$ cat src/rtl/make_a_close_to_b_gen_pkg.sv
//==============================================================================
// Module : make_a_close_to_b_gen_pkg
// Brief  : One-hot state encodings and parameter legality check for the
//          A-toward-B adjuster.
// Rev    : 1.0
//==============================================================================
`default_nettype none

package make_a_close_to_b_gen_pkg;

    localparam logic [3:0] c_ST_INI    = 4'b0001;
    localparam logic [3:0] c_ST_COARSE = 4'b0010;
    localparam logic [3:0] c_ST_FINE   = 4'b0100;
    localparam logic [3:0] c_ST_DONE   = 4'b1000;

    function automatic bit params_ok(input int width, input longint coarse, input longint fine);
        return (fine >= 1) && (coarse > fine) && (coarse < (longint'(1) << width));
    endfunction

endpackage

`default_nettype wire

$ cat src/rtl/make_a_close_to_b_gen.sv
//==============================================================================
// Module : make_a_close_to_b_gen
// Brief  : Moves A toward target B in a coarse then a fine phase so that
//          B - FINE < A <= B; Start/Ack handshake, one-hot state outputs.
// Rev    : 1.0
//==============================================================================
`default_nettype none

module make_a_close_to_b_gen
    import make_a_close_to_b_gen_pkg::*;
#(
    parameter int WIDTH  = 12,
    parameter int COARSE = 100,
    parameter int FINE   = 10,
    parameter int CNT_W  = 8
) (
    input  logic             Clk,
    input  logic             Reset,
    input  logic             Start,
    input  logic             Ack,
    input  logic [WIDTH-1:0] Ain,
    input  logic [WIDTH-1:0] Bin,
    output logic [WIDTH-1:0] A,
    output logic             Flag,
    output logic             Dn,
    output logic [CNT_W-1:0] Steps,
    output logic             Qi,
    output logic             Qc,
    output logic             Qf,
    output logic             Qd
);

    generate
        if (!params_ok(WIDTH, longint'(COARSE), longint'(FINE))) begin : g_bad_params
            $error("make_a_close_to_b_gen: illegal COARSE/FINE for WIDTH");
        end
    endgenerate

    localparam logic [WIDTH:0]   c_COARSE_X = (WIDTH+1)'(COARSE);
    localparam logic [WIDTH:0]   c_FINE_X   = (WIDTH+1)'(FINE);
    localparam logic [WIDTH-1:0] c_COARSE   = WIDTH'(COARSE);

    logic [3:0]       r_state, w_state_nx;
    logic [WIDTH-1:0] r_a, w_a_nx;
    logic [WIDTH-1:0] r_b, w_b_nx;
    logic             r_flag, w_flag_nx;
    logic             r_dn, w_dn_nx;
    logic [CNT_W-1:0] r_steps, w_steps_nx;

    // Sums carry one extra bit so that A + step can never wrap before the compare.
    logic [WIDTH:0]   w_sum_c, w_sum_f, w_b_x;
    logic [CNT_W-1:0] w_steps_inc;

    assign w_b_x       = {1'b0, r_b};
    assign w_sum_c     = {1'b0, r_a} + c_COARSE_X;
    assign w_sum_f     = {1'b0, r_a} + c_FINE_X;
    assign w_steps_inc = (r_steps == {CNT_W{1'b1}}) ? r_steps : r_steps + CNT_W'(1);

    always_ff @(posedge Clk or posedge Reset) begin
        if (Reset) begin
            r_state <= c_ST_INI;
            r_a     <= '0;
            r_b     <= '0;
            r_flag  <= 1'b0;
            r_dn    <= 1'b0;
            r_steps <= '0;
        end else begin
            r_state <= w_state_nx;
            r_a     <= w_a_nx;
            r_b     <= w_b_nx;
            r_flag  <= w_flag_nx;
            r_dn    <= w_dn_nx;
            r_steps <= w_steps_nx;
        end
    end

    always_comb begin
        w_state_nx = r_state;
        w_a_nx     = r_a;
        w_b_nx     = r_b;
        w_flag_nx  = r_flag;
        w_dn_nx    = r_dn;
        w_steps_nx = r_steps;
        case (r_state)
            c_ST_INI: begin
                w_a_nx     = Ain;
                w_b_nx     = Bin;
                w_flag_nx  = 1'b0;
                w_steps_nx = '0;
                w_dn_nx    = (Ain > Bin);
                if (Start) w_state_nx = c_ST_COARSE;
            end
            c_ST_COARSE: begin
                if (!r_dn) begin
                    if (w_sum_c <= w_b_x) begin
                        w_a_nx     = w_sum_c[WIDTH-1:0];
                        w_steps_nx = w_steps_inc;
                    end else begin
                        w_flag_nx  = 1'b1;
                        w_state_nx = c_ST_FINE;
                    end
                end else begin
                    if (r_a > r_b) begin
                        w_a_nx     = (r_a >= c_COARSE) ? (r_a - c_COARSE) : '0;
                        w_steps_nx = w_steps_inc;
                    end else begin
                        w_flag_nx  = 1'b1;
                        w_state_nx = c_ST_FINE;
                    end
                end
            end
            c_ST_FINE: begin
                if (w_sum_f <= w_b_x) begin
                    w_a_nx     = w_sum_f[WIDTH-1:0];
                    w_steps_nx = w_steps_inc;
                end else begin
                    w_state_nx = c_ST_DONE;
                end
            end
            c_ST_DONE: begin
                if (Ack) w_state_nx = c_ST_INI;
            end
            default: w_state_nx = c_ST_INI;
        endcase
    end

    always_comb begin
        A     = r_a;
        Flag  = r_flag;
        Dn    = r_dn;
        Steps = r_steps;
        Qi    = r_state[0];
        Qc    = r_state[1];
        Qf    = r_state[2];
        Qd    = r_state[3];
    end

endmodule

`default_nettype wire

$ cat config.mk
export PLATFORM = sky130hd
export DESIGN_NAME = make_a_close_to_b_gen
export DESIGN_NICKNAME = d
export VERILOG_FILES = /design/src/rtl/make_a_close_to_b_gen_pkg.sv /design/src/rtl/make_a_close_to_b_gen.sv
export SDC_FILE = /design/constraint.sdc
export NUM_CORES = 1
export LEC_CHECK = 0
export BUFFER_PORTS_ARGS = -buffer_cell sky130_fd_sc_hd__buf_4
export CAP_MARGIN = 10
export CORE_MARGIN = 2
export CORE_UTILIZATION = 56
export DETAILED_ROUTE_END_ITERATION = 12
export HOLD_SLACK_MARGIN = 0.05
export PLACE_DENSITY = 0.76
export SLEW_MARGIN = 15
export SYNTH_ARGS = -nofsm -noshare
export SYNTH_HDL_FRONTEND = slang
export SYNTH_SLANG_ARGS = --single-unit
$ cat constraint.sdc
create_clock -name Clk -period 11.28 [get_ports Clk]
set_clock_uncertainty 0.15 [all_clocks]
set_input_delay 1.128 -clock Clk [delete_from_list [all_inputs] [get_ports Clk]]
set_output_delay 1.128 -clock Clk [all_outputs]
set_load 0.01 [all_outputs]
==> results of run 1 <==
[state kept, by name, summed over array words and instances, names as in the netlist]
register / flops
A: 12
Dn: 1
Flag: 1
Steps: 8
r_b: 12
r_state: 4
[layer usage]
metal / track usage (%) / vias to the layer above / part of all wire, %
li1: - / 1630 / -
met3: 6.53 / 24 / 8.4
met2: 46.5 / 157 / 46
met1: 40.1 / 1589 / 43
met4: 11.6 / 0 / 2.7
met5: 0 / - / 0
[power by group through the flow]
stage	logic (mW)	clock network [mW]	registers, mW
6_report	0.829	0.101	0.295
5_1_grt	0.930	0.109	0.304
4_1_cts	0.823	0.102	0.291
3_5_place_dp	0.816	0	0.294
3_3_place_gp	0.796	0	0.290
2_1_floorplan	0.626	0	0.250
[worst paths after layout]
kind / startpoint / slack, ns / depth (start not counted) / to
min reg2reg: r_b[0] / 0.34 / 2 / r_b[0]
max reg2reg: A[3] / 6.97 / 14 / Steps[2]
max: A[3] / 6.97 / 14 / Steps[2]
min: r_b[0] / 0.34 / 2 / r_b[0]
max in group asynchronous: Reset / 9.79 / 3 / r_state[0]
min in group asynchronous: Reset / 0.80 / 3 / A[3]
[area by class of cell]
class | count | area, sq um | area share, %
clock inverter | 1 | 5.00 | 0.123
inverter | 35 | 131 | 3.23
clock buffer | 7 | 86.3 | 2.12
multi-input combinational | 329 | 2370 | 58.4
timing repair buffer | 56 | 420 | 10.3
tap | 77 | 96.3 | 2.37
sequential | 38 | 952 | 23.4
[cells by family after synthesis]
kind of cell | after synthesis
xor gates and xnor gates | 19
muxes | 6
DFF | 38
adders and majority gates | 50
and+or+nand+nor | 130
buffers and inverters | 56
AOI/OAI and AO/OA | 124
[metrics by stage]
step	std cells	hold WS (ns)	total power [mW]	util, %
finish	543	0.339	1.22	65.1
CTS	543	0.343	1.22	65.1
global route	543	0.351	1.34	65.1
detailed placement	535	0.321	1.11	63.7
global placement	535	0.316	1.09	63.7
floorplan	423	0.300	0.876	-
[cell usage in the layout, fill, tap and decap left out, drive strengths merged, types with 5 or more instances in the layout]
cell    netlist  final
a21o          7      7
nand2b        8      8
ha           50     50
dfrtp        37     37
a222oi        5      5
nor2b         6      6
a21oi        30     30
nand4        10     10
xnor2        11     11
nor2         18     18
nor3          9      9
buf           8     56
inv          35     35
o21ai        33     33
a31oi         6      6
xor2          8      8
nand2        39     39
o31ai        11     11
nand3        17     17
clkbuf       13      7
[critical path, cell delays in order (launching register included)]
cell and delay, ns:
dfrtp_1 0.50, inv_1 0.13, ha_1 0.17, a21oi_1 0.12, nor3b_1 0.41, nand2_1 0.12, xnor2_1 0.18, ha_1 0.32
nand4_1 0.13, or3_1 0.40, mux2_2 0.29, o41ai_4 0.07, a31oi_4 0.31, or2_1 0.48, o311a_1 0.40
==> qor.txt, run 1 <==
die area = 6990 sq um
crit path max fanout = 22
VDD IR max = 0.138 mV
switching part of the total power = 52.3%
Root Buffer = clkbuf_8
post-DP HPWL = 7.61 mm
f_max = 0.232 GHz
Hold Vio Cnt, Final = 0
Seq cells post-synth = 38
max-cap viol count = 0
Post-synth top cells = ha_1 (50), nand2_1 (39), dfrtp_1 (37)
share of power burned in registers = 24.1%
Clock Power Share = 8.2%
TritonCTS Buffers = 5
post-CTS sizing = 0
Slew @ Worst Pin = 0.957 ns
DRC viols = 0
input/output buffers = 53
P per Cell Area = 301 nW/um^2
Final WS setup = 6.97 ns
Internal Power = 584 uW
IO Pins = 54
NetSw = 640 uW
hold crit path type = reg2reg
RSZ-0062 raised after global routing = false
Clock Sinks = 38
Synth area leader = dfrtp_1
DRT Pass-1 Iters = 6
postcts setup bufs = 0
grt ovf = 0
clk buf depth = 2
post-synthesis mux area share = 1.80%
Worst setup SP type = flip-flop
Synth cell types = 58
final max-slew violation count = 0
P_leak = 1.91 nW
Post-Synth Adder-Cell Area = 17.6%
first-pass GRT wire length = 16.7 mm
Crit path required time = 11.30 ns
Cell Rows = 29
ratio of final minimum period to clock period = 38.2%
antenna-violating nets left = 0
Total Wirelength = 10.0 mm
xor and xnor area share after synthesis = 4.69%
Cell Area, Synth = 3550 sq um
Die H = 83.6 um
gpl congestion = 0.939
nets@finish = 543
worst path arrival time = 4.33 ns
Skew-Pair Late Insertion Delay = 0.29 ns
Area Growth Syn to Fin = 14.5%
Die X = 83.6 um
Slew HR = 36.2%
post-cts hold buffer count = 0
cell area after layout = 4060 sq um
minimum clock period = 4.31 ns
Synth top area share = 26.1%
most common cell in the netlist = ha_1
Synth Area per Inst = 8.39 sq um
pin count of the biggest net entering global routing = 39
Post-Syn Instances = 423
initial antenna violation count = 0
Final Setup Violations = 0
vias in the first global route = 3289
Yosys Warn Count = 0
Critical Path End Type = flip-flop
WS Path Type = reg2reg
Initial Util = 56.9%
GR Util All Layers = 29.7%
Synth async-reset ratio = 100%
Area after DPL = 3970 sq um
sequential share of the synthesized area = 26.8%
simple-gate share of the synthesized area = 19.1%
Vias/cell = 6.26
largest family of logic cells by synthesized area = compound AO/OA/AOI/OAI gates
core area = 6240 sq um
Post-synth EDFFs = 0
CTS tree = built
layout cells sized above 1 = 15.7%
compound-gate portion of the synthesized area = 23.7%
via count = 3400
Synthesized Nets = 501
clk slew on worst S/H paths = 0.08 ns
setup TNS = 0 ns
Synth Flop Type = dfrtp_1
top cells by area, synth = dfrtp_1 (26%), ha_1 (18%), a21oi_1 (4.2%), o21ai_0 (4.2%), nand2_1 (4.1%)
H-tree levels = 2
status = complete, no violations
pre-CTS setup slack = 7.04 ns
1st-iter DRT viols = 285
antenna cell count = 0
combinational share of power = 67.7%
fill count = 548
detailed-route wire length per cell = 18.5 um
Note: power is estimated with default switching activity, not from simulation.
==> run 2: changes to the inputs <==
--- a/config.mk
+++ b/config.mk
@@ -8,10 +8,10 @@
 export BUFFER_PORTS_ARGS = -buffer_cell sky130_fd_sc_hd__buf_4
 export CAP_MARGIN = 10
 export CORE_MARGIN = 2
-export CORE_UTILIZATION = 56
+export CORE_UTILIZATION = 53
 export DETAILED_ROUTE_END_ITERATION = 12
 export HOLD_SLACK_MARGIN = 0.05
-export PLACE_DENSITY = 0.76
+export PLACE_DENSITY = 0.75
 export SLEW_MARGIN = 15
 export SYNTH_ARGS = -nofsm -noshare
 export SYNTH_HDL_FRONTEND = slang
==> constraint.sdc (replaced) <==
create_clock -name Clk -period 3.45 [get_ports Clk]
set_clock_uncertainty 0.15 [all_clocks]
set_input_delay 0.345 -clock Clk [delete_from_list [all_inputs] [get_ports Clk]]
set_output_delay 0.345 -clock Clk [all_outputs]
set_load 0.01 [all_outputs]
==> qor.txt, run 2 (synthesis results as in run 1) <==
first-pass GRT wire length = 18.2 mm (was 16.7 mm)
Crit Reg-Reg Startpoint = A[3] (unchanged)
final max-slew violation count = 0 (unchanged)
f_max = 0.278 GHz (was 0.232 GHz)
grt ovf = 0 (unchanged)
Vias/cell = 6.43 (was 6.26)
IO Pins = 54 (unchanged)
max-cap viol count = 0 (unchanged)
switching part of the total power = 49.0% (was 52.3%)
minimum clock period = 3.60 ns (was 4.31 ns)
reg2reg setup slack = -0.15 ns (was 6.97 ns)
Die X = 85.8 um (was 83.6 um)
P_leak = 2.26 nW (was 1.91 nW)
fill count = 474 (was 548)
Slew @ Worst Pin = 1.02 ns (was 0.957 ns)
input/output buffers = 53 (unchanged)
antenna cell count = 0 (unchanged)
vias in the first global route = 3659 (was 3289)
Crit path required time = 3.52 ns (was 11.30 ns)
pin count of the biggest net entering global routing = 29 (was 39)
post-DP HPWL = 8.41 mm (was 7.61 mm)
P per Cell Area = 1070 nW/um^2 (was 301 nW/um^2)
clk buf depth = 2 (unchanged)
Root Buffer = clkbuf_8 (unchanged)
VDD IR max = 0.528 mV (was 0.138 mV)
critical path launch point = A[3] (unchanged)
TritonCTS Buffers = 5 (unchanged)
die area = 7370 sq um (was 6990 sq um)
Post-Place Cells = 571 (was 535)
crit path max fanout = 8 (was 22)
via count = 3834 (was 3400)
most frequent cells in the layout = buf_4 (100), ha_1 (47), nand2_1 (38) (was buf_4 (56), ha_1 (50), nand2_1 (39))
hold crit path type = in2async (was reg2reg)
Die H = 85.8 um (was 83.6 um)
H-tree levels = 2 (unchanged)
nets@finish = 596 (was 543)
Critical Path End Type = flip-flop (unchanged)
clk slew on worst S/H paths = 0.09 ns (was 0.08 ns)
gpl congestion = 1.03 (was 0.939)
layout cells sized above 1 = 31.6% (was 15.7%)
Initial Util = 55.3% (was 56.9%)
status = complete, but fails checks (was complete, no violations)
Hold Vio Cnt, Final = 0 (unchanged)
Clock Power Share = 9.6% (was 8.2%)
GR Util All Layers = 31.6% (was 29.7%)
post-cts hold buffer count = 0 (unchanged)
ratio of final minimum period to clock period = 104% (was 38.2%)
share of power burned in registers = 15.4% (was 24.1%)
DRT Pass-1 Iters = 9 (was 6)
DRC viols = 0 (unchanged)
Total Wirelength = 11.8 mm (was 10.0 mm)
antenna-violating nets left = 0 (unchanged)
Skew-Pair Late Insertion Delay = 0.31 ns (was 0.29 ns)
failing checks = setup timing
fin util = 75.3% (was 65.1%)
Final Setup Violations = 15 (was 0)
combinational share of power = 75.0% (was 67.7%)
worst path arrival time = 3.67 ns (was 4.33 ns)
Slew HR = 32.2% (was 36.2%)
Non-Filler Instances = 596 (was 543)
pre-CTS setup slack = -0.121 ns (was 7.04 ns)
Final WS setup = -0.147 ns (was 6.97 ns)
core area = 6420 sq um (was 6240 sq um)
Area Growth Syn to Fin = 36.2% (was 14.5%)
Cell Rows = 29 (unchanged)
initial antenna violation count = 0 (unchanged)
RSZ-0062 raised after global routing = true (was false)
Clock Sinks = 38 (unchanged)
Internal Power = 2.64 mW (was 584 uW)
NetSw = 2.54 mW (was 640 uW)
detailed-route wire length per cell = 19.8 um (was 18.5 um)
Worst setup SP type = flip-flop (unchanged)
WS Path Type = reg2reg (unchanged)
commonest non-fill, non-tap cell in the layout = buf_4 (unchanged)
CTS tree = built (unchanged)
1st-iter DRT viols = 376 (was 285)
multi-input logic area = 2650 sq um (was 2370 sq um)
FF/Latch Area = 955 sq um (was 952 sq um)
[run 2: per-stage QoR]
| stage | hold slack (ns) | power [mW] | TNS [ns] | area (sq um) |
|---|---|---|---|---|
| after floorplan | 0.300 | 2.91 | 0 | 3590 |
| after global placement | 0.317 | 3.97 | 0 | 4290 |
| after detailed placement | 0.330 | 4.05 | -0.612 | 4290 |
| after CTS | 0.0976 | 4.71 | -0.0491 | 4540 |
| after global routing | 0.0962 | 5.51 | -2.99 | 4830 |
| final | 0.0827 | 5.18 | -0.917 | 4830 |
[run 2: what timing repair did]
action,CTS,global route
endpoints found under the setup margin,18,21
gates resized for setup,14,47
endpoints found under the hold margin,0,0
pin swaps,15,29
buffers inserted,5,12
[run 2: worst paths after layout]
path / depth (start not counted) / endpoint
worst min-delay path: 2 / A[5]
worst min register to register: 2 / r_b[0]
worst max-delay path: 15 / Steps[5]
worst max register to register: 15 / Steps[5]
max in group asynchronous: 3 / r_state[0]
min in group Clk: 3 / r_b[6]
[run 2: cell type report]
cell class,count,share of cell area (%)
Timing Repair Buffer,109,17.8
Tap cell,77,1.99
Sequential cell,38,19.8
Clock inverter,2,1.24
Clock buffer,6,1.71
Multi-Input combinational cell,329,54.7
Inverter,35,2.77
[run 2: worst max-delay path, stage by stage (launching register included)]
cell	delay, ns
dfrtp_2	0.46
inv_4	0.07
ha_4	0.13
a21oi_4	0.06
nor3b_2	0.21
nand2_1	0.12
xnor2_2	0.17
ha_1	0.29
nand4_1	0.12
or3_1	0.40
mux2_4	0.29
o41ai_4	0.07
a31oi_4	0.16
buf_6	0.18
or4_4	0.48
a21oi_2	0.14
[run 2: power groups by stage]
stage / sequential [mW] / combinational [mW] / clock (mW)
6_report: 0.798 / 3.88 / 0.495
5_1_grt: 0.821 / 4.18 / 0.507
4_1_cts: 0.792 / 3.43 / 0.494
3_5_place_dp: 0.802 / 3.24 / 0
3_3_place_gp: 0.797 / 3.17 / 0
2_1_floorplan: 0.824 / 2.09 / 0
[run 2: metal layers]
metal	vias to the layer above	wire, um	global-route usage (%)
met5	-	0	0
met4	0	465	12.0
met3	50	946	4.91
met2	242	5620	54.2
met1	1799	4760	40.0
li1	1743	-	-
